==> src/rtl/tpu_pkg.sv <==
// Shared TPU definitions.
//   MATRIX_WIDTH_DEFAULT      default systolic array edge length
//   EXTENDED_BYTE_WIDTH       one weight element: byte plus sign-extension bit
//   extended_byte_type        one weight element
//   weight_row_type           one row of weights at the default array width
//   weight_loader_state_type  weight_loader FSM states
package tpu_pkg;

    localparam int MATRIX_WIDTH_DEFAULT = 14;
    localparam int BYTE_WIDTH           = 8;
    localparam int EXTENDED_BYTE_WIDTH  = BYTE_WIDTH + 1;

    typedef logic [EXTENDED_BYTE_WIDTH-1:0] extended_byte_type;
    typedef extended_byte_type [MATRIX_WIDTH_DEFAULT-1:0] weight_row_type;

    typedef enum logic [1:0] {
        IDLE,
        FETCH,
        WAIT_COMMIT,
        COMMIT
    } weight_loader_state_type;

endpackage

==> src/rtl/weight_loader.sv <==
// weight_loader: streams one weight tile, row by row, into the systolic
// array preweight registers, then commits all of them to the active weights
// in a single cycle once the array allows the swap.
//
// Ports
//   clk          clock, rising edge
//   rst          synchronous reset, active low
//   start        load one tile (only looked at while idle)
//   num_rows     rows actually fetched per tile (WEIGHT_LOADER_ZERO_FILL_EN only)
//   busy         high whenever the loader is not idle
//   done         one-cycle pulse together with load_weight
//   w_valid      upstream row present
//   w_ready      loader takes a row this cycle
//   w_data       one weight row, column c at [c*EXTENDED_BYTE_WIDTH +: EXTENDED_BYTE_WIDTH]
//   weight_out   registered row broadcast to every array row
//   preload_row  one-hot preload strobe, bit r targets array row r
//   load_weight  single-cycle commit of preweights to active weights
//   commit_allow array permits the weight swap
//
// Build option
//   WEIGHT_LOADER_ZERO_FILL_EN: adds num_rows; rows past num_rows are
//   preloaded with zeros, one per cycle, without handshaking upstream.
module weight_loader
    import tpu_pkg::*;
#(
    parameter int MATRIX_WIDTH = MATRIX_WIDTH_DEFAULT
) (
    input  logic                                        clk,
    input  logic                                        rst,
    input  logic                                        start,
`ifdef WEIGHT_LOADER_ZERO_FILL_EN
    input  logic [$clog2(MATRIX_WIDTH+1)-1:0]           num_rows,
`endif
    output logic                                        busy,
    output logic                                        done,
    input  logic                                        w_valid,
    output logic                                        w_ready,
    input  logic [MATRIX_WIDTH*EXTENDED_BYTE_WIDTH-1:0] w_data,
    output logic [MATRIX_WIDTH*EXTENDED_BYTE_WIDTH-1:0] weight_out,
    output logic [MATRIX_WIDTH-1:0]                     preload_row,
    output logic                                        load_weight,
    input  logic                                        commit_allow
);

    localparam int CW = (MATRIX_WIDTH > 1) ? $clog2(MATRIX_WIDTH) : 1;
    localparam logic [CW-1:0] LAST_ROW = CW'(MATRIX_WIDTH - 1);

    weight_loader_state_type state_q, state_d;
    logic [CW-1:0] row_cnt;
    logic          rows_left;  // current row still comes from upstream
    logic          hs;         // row handshake this cycle
    logic          advance;    // a row is preloaded next cycle

`ifdef WEIGHT_LOADER_ZERO_FILL_EN
    localparam int NW = $clog2(MATRIX_WIDTH + 1);
    logic [NW-1:0] rows_lim;

    assign rows_left = NW'(row_cnt) < rows_lim;
`else
    assign rows_left = 1'b1;
`endif

    always_ff @(posedge clk) begin
        if (!rst) state_q <= IDLE;
        else      state_q <= state_d;
    end

    always_comb begin
        state_d = state_q;
        busy    = 1'b1;
        w_ready = 1'b0;
        hs      = 1'b0;
        advance = 1'b0;
        case (state_q)
            IDLE: begin
                busy = 1'b0;
                if (start) state_d = FETCH;
            end
            FETCH: begin
                w_ready = rows_left;
                hs      = w_valid & rows_left;
                // Past the fetched rows, zero rows are preloaded every cycle.
                advance = hs | ~rows_left;
                if (advance && row_cnt == LAST_ROW) state_d = WAIT_COMMIT;
            end
            WAIT_COMMIT: begin
                if (commit_allow) state_d = COMMIT;
            end
            COMMIT: state_d = IDLE;
            default: state_d = IDLE;
        endcase
    end

    always_ff @(posedge clk) begin
        if (!rst) begin
            row_cnt     <= '0;
            weight_out  <= '0;
            preload_row <= '0;
            load_weight <= 1'b0;
            done        <= 1'b0;
`ifdef WEIGHT_LOADER_ZERO_FILL_EN
            rows_lim    <= NW'(MATRIX_WIDTH);
`endif
        end else begin
            // Strobes are single-cycle; COMMIT can never follow a preload
            // directly because WAIT_COMMIT sits in between.
            preload_row <= '0;
            load_weight <= (state_d == COMMIT);
            done        <= (state_d == COMMIT);
            if (state_q == IDLE && start) begin
                row_cnt <= '0;
`ifdef WEIGHT_LOADER_ZERO_FILL_EN
                if (num_rows == '0 || int'(num_rows) > MATRIX_WIDTH)
                    rows_lim <= NW'(MATRIX_WIDTH);
                else
                    rows_lim <= num_rows;
`endif
            end
            if (advance) begin
                preload_row <= MATRIX_WIDTH'(1) << row_cnt;
                weight_out  <= hs ? w_data : '0;
                row_cnt     <= (row_cnt == LAST_ROW) ? '0 : row_cnt + CW'(1);
            end
        end
    end

endmodule

==> config.mk <==
export PLATFORM = sky130hd
export DESIGN_NAME = weight_loader
export DESIGN_NICKNAME = d
export VERILOG_FILES = /design/src/rtl/tpu_pkg.sv /design/src/rtl/weight_loader.sv
export SDC_FILE = /design/constraint.sdc
export NUM_CORES = 1
export LEC_CHECK = 0
export BUFFER_PORTS_ARGS = -buffer_cell sky130_fd_sc_hd__buf_2
export CAP_MARGIN = 20
export CORE_ASPECT_RATIO = 0.7
export CORE_MARGIN = 3
export CORE_UTILIZATION = 48
export CTS_CLUSTER_DIAMETER = 150
export DETAILED_ROUTE_END_ITERATION = 8
export GPL_TIMING_DRIVEN = 0
export PLACE_DENSITY = 0.94
export SYNTH_ARGS = -nofsm -noshare
export SYNTH_HDL_FRONTEND = slang
export SYNTH_SLANG_ARGS = --single-unit
==> constraint.sdc <==
create_clock -name clk -period 2.8 [get_ports clk]
set_input_delay 0.42 -clock clk [delete_from_list [all_inputs] [get_ports clk]]
set_output_delay 0.42 -clock clk [all_outputs]
set_load 0.01 [all_outputs]
======== Word level (Yosys, flattened, before mapping) ========
Index checks and enable logic that the tools add are counted.
storage, ports and cells
  register bits after elaboration ......... 147
  input bits .............................. 131
  output and inout port bits .............. 144
  word-level logic and storage cells ...... 27
operators by class
  add/subtract/negate cells ............... 1
  equality and inequality tests ........... 5
  shift operators ......................... 1
  multiplexer cells ....................... 10
  reduce and logical (&&, ||, !) cells .... 5
operators with widths
  operator              number
  $shl 1x4->14 const A  1
  $mux 4                3
  $pmux 2 s4            1
  $eq 2x2->1 const B    3
  $mux 2                3
  $add 4x1->4 const B   1
  $eq 4x4->1 const B    1
  $mux 1                3
  $eq 2x1->1 const B    1
  $logic_and 1x1->1     2
  $logic_not 2->1       1
  $reduce_and 2->1      1
  $reduce_bool 2->1     1

======== Longest topological paths before layout ========
Gate-level depths: netlist of the first run.
  depth in word-level cells ............... 5
  gate-level depth with buffers ........... 7
  depth with buffers taken out ............ 4

======== Least setup slack after synthesis of the first run ========
No wires, ideal clock.
  path type ............................... reg2reg
  start ................................... register row_cnt[0]
  end ..................................... register row_cnt[2]
  setup time .............................. 0.070 ns
  arrival time ............................ 1.463 ns
  required time ........................... 2.730 ns
  path slack .............................. 1.266 ns
  cell stages (with the launch flop) ...... 6
  buffers on the path ..................... 1
  clock period less this slack ............ 1.534 ns
  cell sequence ........................... dfxtp_1 > clkbuf_1 > and2_1 > ha_1 > or3_1 > a21oi_1
on the way
  cells in the longest elaborated chain, start to end .. 3
  elaborated cells on any way between the ends .. 4
  those cells by class .................... add/sub: 1; eq/ne: 1; mux: 2
RTL lines
  item                                              RTL line              source
  start, declared                                   weight_loader.sv:49   logic [CW-1:0] row_cnt;
  start signal, assigned                            weight_loader.sv:122  row_cnt <= (row_cnt == LAST_ROW) ? '0 : row_cnt + CW'(1);
  $add 4x1->4 / $eq 4x4->1 (equally long branches)  weight_loader.sv:122
  $mux 4 (*)                                        weight_loader.sv:122
  $mux 4 (*)                                        weight_loader.sv:119  if (advance) begin
Mark *: on every way between the ends. The rest lies on a longest branch, timed or not.
A chain may end at the register's enable or synchronous reset.

======== Final worst setup path of the first run ========
Ends and elaborated chain as after synthesis.

==> results.md, run 1 <==
* All-layer global routing usage at 25.2%
* Vias/cell at 4.99
* Clk slew on worst S/H paths at 0.07 ns
* Gpl congestion at 0.913
* CORE AREA at 0.0101 sq mm
* Pin count of the biggest net entering global routing at 17
* Synth top area share at 57.4%
* Static leakage at 3.41 nW
* Post-route ant nets at 0
* Register area share after synthesis at 57.4%
* Initial DRC Count at 286
* CTS H-tree depth at 4
* Critical Path, Cell by Cell: clkbuf_1 -> and2_1 -> ha_1 -> or3_1 -> a21oi_1
* Maxcap violations at 0
* Nets at 1059
* Worst slew margin at 54.2%
* CTS Sinks at 147
* Drt total wl at 15.8 mm
* Seq pwr share at 46.1%
* Final Hold Viols at 0
* Yosys warning count at 0
* Most numerous cell in the Yosys netlist: nand2_1
* Setup repair after global routing missed its margin: no
* Top cells by count, synth: nand2_1, dfxtp_1, a21oi_1, clkbuf_1, buf_4
* Drt wl/cell at 14.8 microns
* Async SR Flop Fraction at 0%
* Sw power at 1.24 mW
* Post-place instance area at 0.00666 sq mm
* Final Worst Setup Slack at 1.02 ns
* Crit path kind: register to register
* Final instance area at 0.00722 sq mm
* Io pins at 275
* Vias at 5328
* Fill cell total of the finished layout at 754
* Hold Path Class: primary input to register
* Total power at 4.79 mW
* Startpoint type of the worst setup path: register
* Clock Skew at 0.00910 ns
* Area leader, netlist: dfxtp_1
* Main area contributors after synthesis: dfxtp_1, nand2_1, a21oi_1, buf_4, buf_2
* Fin crit share at 63.5%
* CTS Buf Count at 17
* Number of global-route vias before repair at 4936
* Crit. End Element: register
* Post-synth cell types at 29
* Pins over their slew limit at 0
* Switch share at 25.9%
* CP Data Arrival Time at 2.11 ns
* Finish-stage setup viols at 0
* Worst Path Required at 3.13 ns
* Syn Inst Count at 634
* CTS resizes at 0
* EDFF count, synth at 0
* CTS tree: yes
* Logic pwr share at 9.5%
* PwrDens at 664 mW/mm^2
* Clock Latency Late Sink at 0.41 ns
* Min cycle time layout at 1.78 ns
* CTS Hold Bufs at 0
* Area Growth Syn to Fin at 40.8%
* Root Driver: clkbuf_16
* Longest Clk Path Bufs at 2
* # DRC at 0
* Internal Power at 3.55 mW
* Die area at 0.0120 sq mm
* N_diodes at 0
* Outcome: finished clean
* Worst vdd ir at 435 uV
* CP max-delay cell: dfxtp_1
* Syn Nets at 766
* Drt pass-1 iters at 5
* Peak Freq at 0.563 GHz
* Die Wd at 130 microns
* Share of cells above drive strength 1 at 36.1%
* Gr ovfl total at 0
* Die span in y at 92.5 microns
* Setup TNS at 0 ns
* Worst slack at placement at 0.900 ns
* Slew @ Worst Pin at 0.687 ns
* Most used DFF post-synth: dfxtp_1
* Row count at 30
* HPWL after detailed placement at 11.9 mm
* Mapped cell area at 0.00513 sq mm
* Worst-path fanout max at 10
* #FFs+latches synth at 147
* Input/output buffers at 274
* Delay of the slowest critical-path stage at 0.39 ns
* Global-route wire length before repair at 23.7 mm
* Clock share of power at 44.4%
* Avg Cell Area, Syn at 8.09 sq um
* Initial antenna violation count at 0
* Post-CTS setup buffers at 0
* Starting Density at 51.0%
logic make-up (layout without fill, tap and decap cells):
logic type / after synthesis / in the layout / synth area share [%]
mux: 1 / 1 / 0.195
compound gates: 137 / 137 / 13.8
simple gates: 295 / 295 / 22.8
fa+ha+maj: 1 / 1 / 0.244
buf+inv: 53 / 359 / 5.56
flops: 147 / 147 / 57.4
area by class of cell:
| type | count | area, sq um | share of cell area [%] |
|---|---|---|---|
| Inverter | 4 | 15.0 | 0.208 |
| Sequential cell | 147 | 2940 | 40.8 |
| Timing Repair Buffer | 274 | 1370 | 19.0 |
| Clock inverter | 14 | 120 | 1.66 |
| Buffer | 49 | 270 | 3.74 |
| Clock buffer | 18 | 439 | 6.09 |
| Tap cell | 128 | 160 | 2.22 |
| Multi-Input combinational cell | 434 | 1900 | 26.3 |
worst max-delay path, delay by kind of cell (launching register included):
family,cells,cell delay (ns)
AND/OR/NAND/NOR,2,0.58
flip-flops,1,0.39
buffers and inverters,1,0.38
adder cells (fa/ha/maj),1,0.22
AO/OA/AOI/OAI,1,0.14
power groups by stage:
stage / clock, mW / combinational [mW] / sequential [mW]
floorplan: 0 / 0.185 / 2.29
global placement: 0 / 0.444 / 2.25
detailed placement: 0 / 0.453 / 2.25
CTS: 2.15 / 0.456 / 2.21
global route: 2.26 / 0.502 / 2.21
finish: 2.13 / 0.455 / 2.21
layout by cell type (no fill, tap or decap):
master / netlist / layout
inv_1: 3 / 3
nor4_1: 1 / 1
and3_1: 2 / 2
or3_1: 2 / 2
clkinv_4: 0 / 2
nor2b_1: 3 / 3
a221oi_2: 1 / 1
inv_6: 0 / 6
nand2b_1: 1 / 1
and2_1: 1 / 1
a21boi_0: 1 / 1
a211oi_1: 1 / 1
clkinv_1: 1 / 1
clkinv_2: 0 / 1
a41o_1: 1 / 1
o21ai_0: 4 / 4
nand4_1: 1 / 1
and3b_1: 1 / 1
buf_6: 1 / 1
dfxtp_1: 147 / 147
buf_4: 16 / 16
ha_1: 1 / 1
clkinvlp_4: 0 / 3
and4b_1: 2 / 2
a21oi_1: 129 / 129
nor3_1: 4 / 4
nand2_1: 256 / 256
mux2i_1: 1 / 1
inv_8: 0 / 2
clkbuf_1: 17 / 17
nor2_1: 15 / 15
clkbuf_16: 0 / 17
clkbuf_8: 0 / 1
nand3b_1: 2 / 2
nand3_1: 4 / 4
buf_2: 15 / 289
path summary, 6_finish.rpt:
kind | from | cells past startpoint | slack [ns] | endpoint
max | row_cnt[0] | 5 | 1.02 | row_cnt[2]
min | w_data[25] | 3 | 0.25 | weight_out[25]
max reg2reg | row_cnt[0] | 5 | 1.02 | row_cnt[2]
min reg2reg | weight_out[3] | 2 | 0.45 | weight_out[3]
flip-flops by register name, indices dropped and copies added, names as in the netlist:
register	cells
weight_out	126
preload_row	14
row_cnt	4
state_q	2
load_weight	1
routing by layer:
layer  vias to the layer above  wire (microns)  track usage [%]
li1                       2631               -                -
met1                      2448            6190             27.5
met2                       228            7970             45.6
met3                        21            1380             9.34
met4                         0             248             7.18
met5                         -               0                0
stage by stage:
| stage | hold WS (ns) | instances | util (%) |
|---|---|---|---|
| 2_1_floorplan | 0.481 | 634 | - |
| 3_3_place_gp | 0.439 | 1036 | 66.2 |
| 3_5_place_dp | 0.443 | 1036 | 66.2 |
| 4_1_cts | 0.231 | 1068 | 71.7 |
| 5_1_grt | 0.230 | 1068 | 71.7 |
| 6_report | 0.246 | 1068 | 71.7 |
No activity file was read; power rests on OpenSTA's default activity.
==> run 2: changes to the inputs <==
--- a/config.mk
+++ b/config.mk
@@ -9,11 +9,11 @@
 export CAP_MARGIN = 20
 export CORE_ASPECT_RATIO = 0.7
 export CORE_MARGIN = 3
-export CORE_UTILIZATION = 48
+export CORE_UTILIZATION = 40
 export CTS_CLUSTER_DIAMETER = 150
 export DETAILED_ROUTE_END_ITERATION = 8
 export GPL_TIMING_DRIVEN = 0
-export PLACE_DENSITY = 0.94
+export PLACE_DENSITY = 0.85
 export SYNTH_ARGS = -nofsm -noshare
 export SYNTH_HDL_FRONTEND = slang
 export SYNTH_SLANG_ARGS = --single-unit
==> constraint.sdc (replaced) <==
create_clock -name clk -period 1.55 [get_ports clk]
set_input_delay 0.2325 -clock clk [delete_from_list [all_inputs] [get_ports clk]]
set_output_delay 0.2325 -clock clk [all_outputs]
set_load 0.01 [all_outputs]
==> run 2 against run 1 <==
Sequential cell count unchanged. Via count decreased by 1.8%. Utilization decreased by 11 points. First-iteration DRC count decreased by 26%. Critical endpoint unchanged. Largest power group unchanged. Highest routed layer unchanged.
==> results.md, run 2 (same netlist as run 1, synthesis figures left out) <==
* Outcome: finished clean (unchanged)
* Largest Register: weight_out (unchanged)
* # DRC at 0 (unchanged)
* Min cycle time layout at 1.51 ns (was 1.78 ns)
* Slew @ Worst Pin at 0.718 ns (was 0.687 ns)
* Crit path from: row_cnt[0] (unchanged)
* Area Growth Syn to Fin at 42.5% (was 40.8%)
* Final Hold Viols at 0 (unchanged)
* Clk slew on worst S/H paths at 0.07 ns (about the same)
* Nets at 1058 (was 1059)
* Critical Path End: row_cnt[2] (unchanged)
* Worst-path fanout max at 10 (unchanged)
* Crit path kind: register to register (unchanged)
* CTS Sinks at 147 (unchanged)
* Vias/cell at 4.77 (was 4.99)
* WHS at 0.0558 ns (was 0.246 ns)
* Vias at 5230 (was 5328)
* Longest Clk Path Bufs at 2 (unchanged)
* CP max-delay cell: or3_4 (was dfxtp_1)
* CTS Buf Count at 17 (unchanged)
* Final Worst Setup Slack at 0.0398 ns (was 1.02 ns)
* Post-route ant nets at 0 (unchanged)
* CTS H-tree depth at 4 (unchanged)
* Global-route wire length before repair at 24.9 mm (was 23.7 mm)
* Die span in y at 101 microns (was 92.5 microns)
* Peak Freq at 0.662 GHz (was 0.563 GHz)
* Worst slack at placement at -0.204 ns (was 0.900 ns)
* Starting Density at 42.4% (was 51.0%)
* N_diodes at 0 (unchanged)
* Post-CTS setup buffers at 0 (unchanged)
* FF-to-FF path depth at 5 (unchanged)
* Reg2Reg Setup Slack at 0.04 ns (was 1.02 ns)
* Worst slew margin at 52.1% (was 54.2%)
* Gpl congestion at 0.863 (was 0.913)
* Total power at 8.71 mW (was 4.79 mW)
* Biggest regs: weight_out (126), preload_row (14), row_cnt (4) (unchanged)
* CTS tree: yes (unchanged)
* Worst Path Required at 1.88 ns (was 3.13 ns)
* Commonest non-fill, non-tap cell in the layout: buf_2 (unchanged)
* Drt pass-1 iters at 4 (was 5)
* Max reg flops at 126 (unchanged)
* Initial DRC Count at 212 (was 286)
* Die area at 0.0142 sq mm (was 0.0120 sq mm)
* Clock Latency Late Sink at 0.41 ns (about the same)
* Drt wl/cell at 14.6 microns (was 14.8 microns)
* Initial antenna violation count at 0 (unchanged)
* Row count at 33 (was 30)
* Pin count of the biggest net entering global routing at 17 (unchanged)
* Setup TNS at 0 ns (unchanged)
* Delay of the slowest critical-path stage at 0.40 ns (was 0.39 ns)
* Finish-stage setup viols at 0 (unchanged)
* Commonest non-fill, non-tap cells in the layout: buf_2, nand2_1, dfxtp_1 (unchanged)
* CORE AREA at 0.0121 sq mm (was 0.0101 sq mm)
* Critical Path, Cell by Cell: clkbuf_8 -> and2_1 -> ha_1 -> or3_4 -> a21oi_2 (was clkbuf_1 -> and2_1 -> ha_1 -> or3_1 -> a21oi_1)
* HPWL after detailed placement at 12.1 mm (was 11.9 mm)
* Static leakage at 3.44 nW (was 3.41 nW)
* Drt total wl at 16.0 mm (was 15.8 mm)
* Input/output buffers at 274 (unchanged)
* Fin crit share at 97.4% (was 63.5%)
* CP Data Arrival Time at 1.84 ns (was 2.11 ns)
* PwrDens at 1190 mW/mm^2 (was 664 mW/mm^2)
* Worst reg2reg startpoint: row_cnt[0] (unchanged)
* Hold Path Class: primary input to register (unchanged)
* All-layer global routing usage at 21.9% (was 25.2%)
* Fin util at 60.4% (was 71.7%)
* Crit Reg-Reg Endpoint: row_cnt[2] (unchanged)
* Pins over their slew limit at 0 (unchanged)
* Final instance area at 0.00730 sq mm (was 0.00722 sq mm)
* Gr ovfl total at 0 (unchanged)
* Worst vdd ir at 816 uV (was 435 uV)
* Number of global-route vias before repair at 5021 (was 4936)
* Share of cells above drive strength 1 at 36.6% (was 36.1%)
* Startpoint type of the worst setup path: register (unchanged)
* Die Wd at 141 microns (was 130 microns)
* Root Driver: clkbuf_16 (unchanged)
* Maxcap violations at 0 (unchanged)
* Crit. End Element: register (unchanged)
* CTS Hold Bufs at 0 (unchanged)
* Layout Cells excl Fill at 1096 (was 1068)
* Placed cell count at 1065 (was 1036)
* Clock Skew at 0.0105 ns (was 0.00910 ns)
* Io pins at 275 (unchanged)
* Post-place instance area at 0.00669 sq mm (was 0.00666 sq mm)
==> run 2: routing by layer <==
layer | vias up | global-route usage (%) | wire, microns
met3 | 16 | 7.02 | 1520
met5 | - | 0 | 0
li1 | 2636 | - | -
met4 | 0 | 6.85 | 166
met1 | 2353 | 26.6 | 6590
met2 | 225 | 37.2 | 7720
==> run 2: final cells by class <==
class                   instances  area, sq um
clock buffers                  17          425
flip-flops and latches        147         2950
inverters                       4         15.0
repair buffers                274         1370
well taps                     157          196
fillers                      1110         4790
multi-input cells             434         1910
plain buffers                  48          307
clock inverters                15          135
==> run 2: power breakdown <==
group          switching [mW]  internal, mW
logic                   0.468         0.359
registers              0.0677          3.92
clock network            1.77          2.13
==> run 2: how the worst min path moves through the flow <==
stage | from | to | slack (ns) | depth (start not counted)
after global routing | w_data[109] | weight_out[109] | 0.04 | 3
after CTS | w_data[99] | weight_out[99] | 0.03 | 3
after detailed placement | weight_out[109] | weight_out[109] | 0.44 | 2
final | w_data[1] | weight_out[1] | 0.06 | 3
after floorplan | w_data[0] | weight_out[0] | 0.37 | 2
after global placement | weight_out[119] | weight_out[119] | 0.44 | 2
==> run 2: worst max-delay path: cells and delay by family, from the launching register on <==
family                     cells  cell delay [ns]
AOI/OAI and AO/OA              1             0.11
DFF                            1             0.36
and+or+nand+nor                2             0.54
buffers and inverters          1             0.16
adders and majority gates      1             0.27
==> run 2: timing repair <==
item,in CTS,in global routing
gates resized for setup,4,15
pin swaps,0,1
cloned,0,0
endpoints found under the setup margin,10,63
